<file path="src/rtl/temp_sched_pkg.sv">
// Shared widths, channel count and FSM encoding for the temperature sample scheduler.
package temp_sched_pkg;
    localparam int NUM_CH   = 4;
    localparam int CH_W     = 2;
    localparam int SENSOR_W = 4;
    localparam int BASE_W   = 5;
    localparam int COEF_W   = 4;
    localparam int PROD_W   = SENSOR_W + COEF_W;
    localparam int TEMP_W   = 8;

    typedef enum logic [1:0] {
        ST_IDLE = 2'd0,
        ST_MUL  = 2'd1,
        ST_ADD  = 2'd2,
        ST_DONE = 2'd3
    } state_e;
endpackage

</file>
<file path="src/rtl/seq_mult4x4.sv">
// Sequential 4x4 shift-add multiplier: start loads operands, then one shift-add per cycle, LSB first.
// done pulses during the 4th (final) step; product is complete from the following cycle.
module seq_mult4x4
    import temp_sched_pkg::*;
(
    input  logic                clk,
    input  logic                rst_n,
    input  logic                start,
    input  logic [SENSOR_W-1:0] a,
    input  logic [COEF_W-1:0]   b,
    output logic                done,
    output logic [PROD_W-1:0]   product
);
    logic [2:0]        cnt_q,    cnt_d;
    logic [PROD_W-1:0] mcand_q,  mcand_d;
    logic [COEF_W-1:0] mplier_q, mplier_d;
    logic [PROD_W-1:0] prod_q,   prod_d;

    always_comb begin
        cnt_d    = cnt_q;
        mcand_d  = mcand_q;
        mplier_d = mplier_q;
        prod_d   = prod_q;
        if (start) begin
            mcand_d  = PROD_W'(a);
            mplier_d = b;
            prod_d   = '0;
            cnt_d    = 3'd4;
        end else if (cnt_q != 3'd0) begin
            if (mplier_q[0]) begin
                prod_d = prod_q + mcand_q;
            end
            mcand_d  = mcand_q << 1;
            mplier_d = mplier_q >> 1;
            cnt_d    = cnt_q - 3'd1;
        end
    end

    always_ff @(posedge clk) begin
        if (!rst_n) begin
            cnt_q    <= '0;
            mcand_q  <= '0;
            mplier_q <= '0;
            prod_q   <= '0;
        end else begin
            cnt_q    <= cnt_d;
            mcand_q  <= mcand_d;
            mplier_q <= mplier_d;
            prod_q   <= prod_d;
        end
    end

    assign done    = (cnt_q == 3'd1);
    assign product = prod_q;
endmodule

</file>
<file path="src/rtl/temp_sample_scheduler.sv">
// Round-robin 4-channel sensor scheduler computing base + (sensor*coef)>>3; result 5 edges after acceptance,
// held under out_ready backpressure. Optional over-temperature alarm enabled by TEMP_SCHED_ALARM_EN.
module temp_sample_scheduler
    import temp_sched_pkg::*;
(
    input  logic                clk,
    input  logic                rst_n,
    input  logic [NUM_CH-1:0]   req,
    input  logic [SENSOR_W-1:0] sensor0,
    input  logic [SENSOR_W-1:0] sensor1,
    input  logic [SENSOR_W-1:0] sensor2,
    input  logic [SENSOR_W-1:0] sensor3,
    output logic [NUM_CH-1:0]   ack,
    input  logic                cfg_we,
    input  logic [CH_W-1:0]     cfg_ch,
    input  logic [BASE_W-1:0]   cfg_base,
    input  logic [COEF_W-1:0]   cfg_coef,
    output logic                out_valid,
    input  logic                out_ready,
    output logic [TEMP_W-1:0]   out_temp,
    output logic [CH_W-1:0]     out_ch,
    input  logic [TEMP_W-1:0]   alarm_thresh,
    output logic                out_alarm,
    output logic [NUM_CH-1:0]   alarm_sticky,
    input  logic [NUM_CH-1:0]   alarm_clr
);
`ifdef TEMP_SCHED_ALARM_EN
    localparam bit ALARM_EN = 1'b1;
`else
    localparam bit ALARM_EN = 1'b0;
`endif

    state_e              state_q, state_d;
    logic [CH_W-1:0]     ptr_q, ptr_d, ch_q, ch_d;
    logic [BASE_W-1:0]   base_lat_q, base_lat_d;
    logic [BASE_W-1:0]   base_q [NUM_CH];
    logic [BASE_W-1:0]   base_d [NUM_CH];
    logic [COEF_W-1:0]   coef_q [NUM_CH];
    logic [COEF_W-1:0]   coef_d [NUM_CH];
    logic [NUM_CH-1:0]   ack_q, ack_d, sticky_q, sticky_d;
    logic                out_valid_q, out_valid_d, out_alarm_q, out_alarm_d;
    logic [TEMP_W-1:0]   out_temp_q, out_temp_d;
    logic [CH_W-1:0]     out_ch_q, out_ch_d;

    logic [CH_W-1:0]     grant_idx, cand;
    logic                found, accept, mul_done;
    logic [SENSOR_W-1:0] sel_sensor;
    logic [PROD_W-1:0]   product;
    logic [TEMP_W-1:0]   sum;
    logic                unused_prod_lsb;

    // Search starts one past the last granted channel.
    always_comb begin
        grant_idx = ptr_q;
        cand      = '0;
        found     = 1'b0;
        for (int i = 1; i <= NUM_CH; i++) begin
            cand = ptr_q + CH_W'(i);
            if (!found && req[cand]) begin
                grant_idx = cand;
                found     = 1'b1;
            end
        end
    end

    always_comb begin
        case (grant_idx)
            2'd0:    sel_sensor = sensor0;
            2'd1:    sel_sensor = sensor1;
            2'd2:    sel_sensor = sensor2;
            default: sel_sensor = sensor3;
        endcase
    end

    assign accept          = (state_q == ST_IDLE) && (|req);
    assign sum             = TEMP_W'(base_lat_q) + TEMP_W'(product[PROD_W-1:3]);
    assign unused_prod_lsb = ^product[2:0];

    seq_mult4x4 u_mult (
        .clk     (clk),
        .rst_n   (rst_n),
        .start   (accept),
        .a       (sel_sensor),
        .b       (coef_q[grant_idx]),
        .done    (mul_done),
        .product (product)
    );

    always_comb begin
        state_d     = state_q;
        ptr_d       = ptr_q;
        ch_d        = ch_q;
        base_lat_d  = base_lat_q;
        base_d      = base_q;
        coef_d      = coef_q;
        ack_d       = '0;
        out_valid_d = out_valid_q;
        out_temp_d  = out_temp_q;
        out_ch_d    = out_ch_q;
        out_alarm_d = out_alarm_q;
        sticky_d    = ALARM_EN ? (sticky_q & ~alarm_clr) : '0;

        if (cfg_we) begin
            base_d[cfg_ch] = cfg_base;
            coef_d[cfg_ch] = cfg_coef;
        end

        case (state_q)
            ST_IDLE: begin
                if (accept) begin
                    state_d          = ST_MUL;
                    ch_d             = grant_idx;
                    ptr_d            = grant_idx;
                    base_lat_d       = base_q[grant_idx];
                    ack_d[grant_idx] = 1'b1;
                end
            end
            ST_MUL: begin
                if (mul_done) begin
                    state_d = ST_ADD;
                end
            end
            ST_ADD: begin
                state_d     = ST_DONE;
                out_valid_d = 1'b1;
                out_temp_d  = sum;
                out_ch_d    = ch_q;
                out_alarm_d = ALARM_EN && (sum >= alarm_thresh);
            end
            default: begin
                if (out_ready) begin
                    state_d     = ST_IDLE;
                    out_valid_d = 1'b0;
                    if (ALARM_EN && out_alarm_q) begin
                        sticky_d[out_ch_q] = 1'b1;
                    end
                end
            end
        endcase
    end

    always_ff @(posedge clk) begin
        if (!rst_n) begin
            state_q     <= ST_IDLE;
            ptr_q       <= CH_W'(NUM_CH - 1);
            ch_q        <= '0;
            base_lat_q  <= '0;
            ack_q       <= '0;
            out_valid_q <= 1'b0;
            out_temp_q  <= '0;
            out_ch_q    <= '0;
            out_alarm_q <= 1'b0;
            sticky_q    <= '0;
            for (int i = 0; i < NUM_CH; i++) begin
                base_q[i] <= '0;
                coef_q[i] <= '0;
            end
        end else begin
            state_q     <= state_d;
            ptr_q       <= ptr_d;
            ch_q        <= ch_d;
            base_lat_q  <= base_lat_d;
            ack_q       <= ack_d;
            out_valid_q <= out_valid_d;
            out_temp_q  <= out_temp_d;
            out_ch_q    <= out_ch_d;
            out_alarm_q <= out_alarm_d;
            sticky_q    <= sticky_d;
            base_q      <= base_d;
            coef_q      <= coef_d;
        end
    end

    assign ack          = ack_q;
    assign out_valid    = out_valid_q;
    assign out_temp     = out_temp_q;
    assign out_ch       = out_ch_q;
    assign out_alarm    = out_alarm_q;
    assign alarm_sticky = sticky_q;
endmodule

</file>
<file path="config.mk">
export PLATFORM = sky130hd
export DESIGN_NAME = temp_sample_scheduler
export DESIGN_NICKNAME = d
export VERILOG_FILES = /design/src/rtl/temp_sched_pkg.sv /design/src/rtl/seq_mult4x4.sv /design/src/rtl/temp_sample_scheduler.sv
export SDC_FILE = /design/constraint.sdc
export NUM_CORES = 1
export LEC_CHECK = 0
export BUFFER_PORTS_ARGS = -buffer_cell sky130_fd_sc_hd__buf_2
export CAP_MARGIN = 10
export CORE_AREA = 3 3 102 104
export CTS_CLUSTER_SIZE = 20
export DETAILED_ROUTE_END_ITERATION = 12
export DIE_AREA = 0 0 105 107
export MAX_ROUTING_LAYER = met4
export SYNTH_ARGS = -nofsm -noshare
export SYNTH_HDL_FRONTEND = slang
export SYNTH_HIERARCHICAL = 1
export SYNTH_SLANG_ARGS = --single-unit
</file>
<file path="constraint.sdc">
create_clock -name clk -period 2 [get_ports clk]
set_input_delay 0.1 -clock clk [delete_from_list [all_inputs] [get_ports clk]]
set_output_delay 0.1 -clock clk [all_outputs]
set_load 0.01 [all_outputs]
</file>
# Word level (Yosys, flattened, before mapping)
# Index checks and enable logic that the tools add are counted.
[totals] elab_cells=113 inputBits=47 regBits=85
[classes] n_reduce_logical=23 n_lt_le_gt_ge=9 bitwise=4 mux=42 n_eq_ne=7 add_sub_neg=6
[ops] cell="$mux W4" count=7
[ops] cell="$bwmux W20" count=1
[ops] cell="$bwmux W16" count=1
[ops] cell="$lt A2 B3 Y1 const B" count=5
[ops] cell="$mux W5" count=3
[ops] cell="$mux W2" count=7
[ops] cell="$pmux W4 S3" count=1
[ops] cell="$bmux W5 S2" count=1
[ops] cell="$demux W5 S2" count=1
[ops] cell="$mux W1" count=9
[ops] cell="$add A8 B8 Y8" count=1
[ops] cell="$bmux W1 S2" count=4
[ops] cell="$bmux W4 S2" count=1
[ops] cell="$demux W4 S2" count=1
[ops] cell="$add A5 B5 Y6" count=1
[ops] cell="$ge A3 B3 Y1 const B" count=2
[ops] cell="$logic_and A1 B1 Y1" count=6
[ops] cell="$mux W3" count=2
[ops] cell="$not A2 Y3" count=2
[ops] cell="$pmux W2 S3" count=1
[ops] cell="$reduce_and A2 Y1" count=3
[ops] cell="$reduce_and A3 Y1" count=2
[ops] cell="$add A2 B2 Y2 const B" count=2
[ops] cell="$eq A2 B1 Y1 const B" count=2
[ops] cell="other kinds (17)" count=25

# Logic depth before layout (Yosys ltp)
[logic_depth] ltp_word=18 ltp_mapped=10 ltp_nobuf=8

# By module
# Netlist, hierarchy kept.
[modules_own_cells] mod="temp_sample_scheduler" seq_area_each_um2=1201.2 n_inst=1 cells_per_inst=333 area_per_inst_um2=2995.4
[modules_own_cells] mod="seq_mult4x4" seq_area_each_um2=460.4 n_inst=1 cells_per_inst=156 area_per_inst_um2=1301.2

# Worst setup path after synthesis
# OpenSTA, ideal clock, no wires.
[synth_path] path_kind="register to register" from="reg state_q[0]" to="reg u_mult.prod_q[6], in the netlist u_mult/product[6]" path_stages_with_launch=11 setup_time_ns=0.062 period_less_slack_ns=1.844 path_slack_ns=0.156 t_arrival_ns=1.782 cell_sequence="dfxtp_1 -> inv_1 -> ha_1 -> o41ai_2 -> inv_2 -> buf_2 -> buf_2 -> nor2b_1 -> and4_1 -> nand3_1 -> nand3_1"
[synth_via] elab_chain_cells=3
[synth_rtl] element="start: declaration" line_no="temp_sample_scheduler.sv:33" rtl="state_e state_q, state_d;"
[synth_rtl] element="start signal: assignment" line_no="temp_sample_scheduler.sv:159" rtl="state_q <= state_d;"
[synth_rtl] element="$logic_not A2 Y1" line_no="temp_sample_scheduler.sv:75" rtl="assign accept = (state_q == ST_IDLE) && (|req);"
[synth_rtl] element="$logic_and A1 B1 Y1" line_no="temp_sample_scheduler.sv:75"
[synth_rtl] element="net accept" line_no="temp_sample_scheduler.sv:46" rtl="logic found, accept, mul_done;"
[synth_rtl] element="$reduce_or A2 Y1 (no source line)"
[synth_rtl] element="end signal: assignment" line_no="seq_mult4x4.sv:49" rtl="prod_q <= prod_d;"
[synth_rtl] element="end: declaration" line_no="seq_mult4x4.sv:17" rtl="logic [PROD_W-1:0] prod_q, prod_d;"
# The timed path passes the listed nets, and every way through them passes these cells.
# A chain may end at the register's enable or synchronous reset.

# Worst setup path after layout
[layout_path] from="reg u_mult.prod_q[0], in the netlist u_mult/product[0]" to="reg u_mult.prod_q[6], in the netlist u_mult/product[6]"
[layout_via] elab_chain_cells=1
[layout_rtl] element="$add A8 B8 Y8" line_no="seq_mult4x4.sv:31" rtl="prod_d = prod_q + mcand_q;"
# Every way passes these cells.

==> results_dict.tcl <==
set metrics [dict create \
    crit_family "compound AO/OA/AOI/OAI gates" \
    grt.met3_usage_pct 3.91 \
    period_minus_slack_ns 1.92 \
    grt_max_degree 35 \
    yosys_warnings 6 \
    synth_area_sq_um 4300 \
    drc 0 \
    cts_made_buffers 9 \
    path_clk_slew_ns 0.09 \
    r2r_cells 8 \
    drt_iter0_drc 94 \
    gp_congestion 0.760 \
    finalCritPeriodShare_pct 95.8 \
    setup_violations 0 \
    seq_area_frac_synth_pct 38.7 \
    cp.depth 8 \
    grt_pass1_wl_um 15900 \
    worst_slack_ns 0.0832 \
    max_cap_viol_count 0 \
    n_fill_cell 960 \
    cts_tree "done" \
    first_global_vias 3232 \
    wl_per_cell_um 14.0 \
    total_leakage_power_nw 1.97 \
    worstPathRequired_ns 2.30 \
    core_area_sq_um 9640 \
    tightest_slew_ns 0.721 \
    post-place-ws_ns 0.0655 \
    antenna_found_initial 0 \
    finalPower_w 0.00552 \
    via_count 3376 \
    num_rows 36 \
    cts-root-buf "clkbuf_8" \
    cts.sinks 83 \
    stdcell_area_sq_um 4880 \
    gr-max-usage-layer "met2" \
    fmax_mhz 522 \
    layout_commonest_cell "nand2_1" \
    timing.rr.end "u_mult/product[6]" \
    p_per_area_nw_per_um2 1130 \
    clockBufferDepth 2 \
    clock_skew_ns 0.00914 \
    rsz0062_at_grt "false" \
    dominantRegCellSynth "dfxtp_1" \
    r2r_start "u_mult/product[0]" \
    reg2reg_slack_ns 0.08 \
    ir_worst_vdd_mv 0.469 \
    tns_ns 0 \
    most-common-layout-cells "92 x nand2_1, 81 x dfxtp_1, 47 x buf_2" \
    met2_usage_pct 29.8 \
    slowest_stage "fa_1" \
    fin_nets 603 \
    drtPass1Iterations 5 \
    outcome "completed" \
    syn_avg_cell_area_sq_um 8.79 \
    use_met1_pct 22.5 \
    critPathBufInv 1 \
    critPathCaptureType "flip-flop" \
    cp-startpoint "u_mult/product[0]" \
    dieHeight_um 107 \
    worstPathArrival_ns 2.21 \
    setup.worst_path.class "reg -> reg" \
    clock_latency_ns 0.36 \
    diodes 0 \
    ioPinCount 67 \
    hpwl_um 6800 \
    crit_path_max_fanout 3 \
    placed_area_sq_um 4650 \
    initial_core_util_pct 44.6 \
    synth-edff-count 0 \
    ant_nets 0 \
    grt.overflow.total 0 \
    cts_max_level 3 \
    avgViaCountPerCell 5.02 \
    ys_types 52 \
    endpoint "u_mult/product[6]" \
    worstHoldPathType "in -> reg" \
    async_flop_share_pct 0 \
    syn_inst 489 \
    fp.dieW_um 105 \
    holdCritStartpoint "cfg_base[0]" \
    drive_gt1_share_pct 17.4 \
    slew_viol_final 0 \
    max_stage_delay_ns 0.38 \
    areaGrowthSynthToFinish_pct 13.6 \
    ys_ff_latch 83 \
    track_usage_pct 17.9 \
    hold_viol 0 \
    port_buffers 47 \
    wl_um 9380 \
    crit_chain "ha_1 -> inv_1 -> fa_1 -> and2b_1 -> o21a_4 -> o211ai_2 -> a2111o_1 -> nand3_1" \
    slew_headroom_pct 51.8 \
    critPathLaunchType "flip-flop" \
    die-area_sq_um 11200 \
    postCtsSetupRepairBufs 0 \
]
==> power by group <==
part | total (W) | internal, W | switching, W | leakage (nW)
Clock | 0.00124 | 0.000611 | 0.000633 | 0.0950
Sequential | 0.00208 | 0.00190 | 0.000177 | 0.677
Combinational | 0.00220 | 0.000930 | 0.00127 | 1.20
Total | 0.00552 | 0.00344 | 0.00208 | 1.97
==> metal layers <==
metal  vias to the layer above  part of all wire, %
met5                         -                    0
met4                         0                  1.1
met3                         8                  3.4
met2                        56                   47
met1                      1561                   48
li1                       1751                    -
==> how the worst min path moves through the flow <==
stage | cells after the start | slack (ns) | endpoint
final | 3 | 0.02 | base_q[10]
after global routing | 3 | 0.006 | base_q[5]
after CTS | 3 | 0.0008 | base_q[10]
after detailed placement | 3 | 0.39 | base_q[2]
after global placement | 3 | 0.39 | coef_q[11]
after floorplan | 2 | 0.24 | base_q[11]
==> registers in the layout, summed over array words and instances, names as in the netlist, 3 cells and up <==
signal and cells:
ack 4, base_lat_q 5, base_q 20, coef_q 16, out_temp 6, u_mult/cnt_q 3
u_mult/mcand_q 8, u_mult/mplier_q 4, u_mult/product 8
==> through the flow <==
stage | std cells | hold slack (ns) | utilization [%]
global placement | 655 | 0.387 | 48.3
finish | 672 | 0.0217 | 50.6
CTS | 672 | 0.000783 | 50.6
floorplan | 495 | 0.245 | -
global route | 672 | 0.00591 | 50.6
detailed placement | 655 | 0.394 | 48.3
==> synth_stat cells (8+ instances only) <==
| cell | number | area share, % |
|---|---|---|
| clkbuf_1 | 13 | 1.1 |
| buf_4 | 8 | 1.4 |
| mux2i_1 | 45 | 10 |
| nor2_1 | 19 | 1.7 |
| ha_1 | 19 | 5.5 |
| nor2b_1 | 28 | 4.1 |
| nand2_1 | 92 | 8.0 |
| a21boi_0 | 28 | 4.9 |
| inv_1 | 12 | 1.0 |
| o21ai_0 | 18 | 2.1 |
| dfxtp_1 | 83 | 39 |
| and2_1 | 12 | 1.7 |
| a21oi_1 | 26 | 3.0 |
==> area by class of cell <==
cell class | count | area (sq um) | area share, %
Tap cell | 133 | 166 | 3.41
Multi-Input combinational cell | 369 | 2450 | 50.1
Clock buffer | 10 | 138 | 2.82
Inverter | 13 | 48.8 | 1.00
Timing Repair Buffer | 59 | 355 | 7.28
Clock inverter | 5 | 62.6 | 1.28
Sequential cell | 83 | 1660 | 34.1
==> worst register-to-register path: stages (launching register included) <==
cell	delay, ns
dfxtp_2	0.34
ha_1	0.17
inv_1	0.06
fa_1	0.38
and2b_1	0.24
o21a_4	0.14
o211ai_2	0.08
a2111o_1	0.37
nand3_1	0.08
==> kinds of logic after synthesis <==
group	after synthesis	share of synthesized area, %
AOI/OAI and AO/OA	110	18.1
xor gates and xnor gates	4	0.815
adders and majority gates	21	6.46
buffers and inverters	43	5.15
DFF	83	38.7
muxes	46	10.7
other	1	0.0873
and+or+nand+nor	181	20.0
==> what timing repair did <==
item	4_1_cts	5_1_grt
resized for setup	0	4
setup endpoints to repair	0	4
endpoints found under the hold margin	3	0
hold buffers	2	0
(Power assumes the default switching activity.)
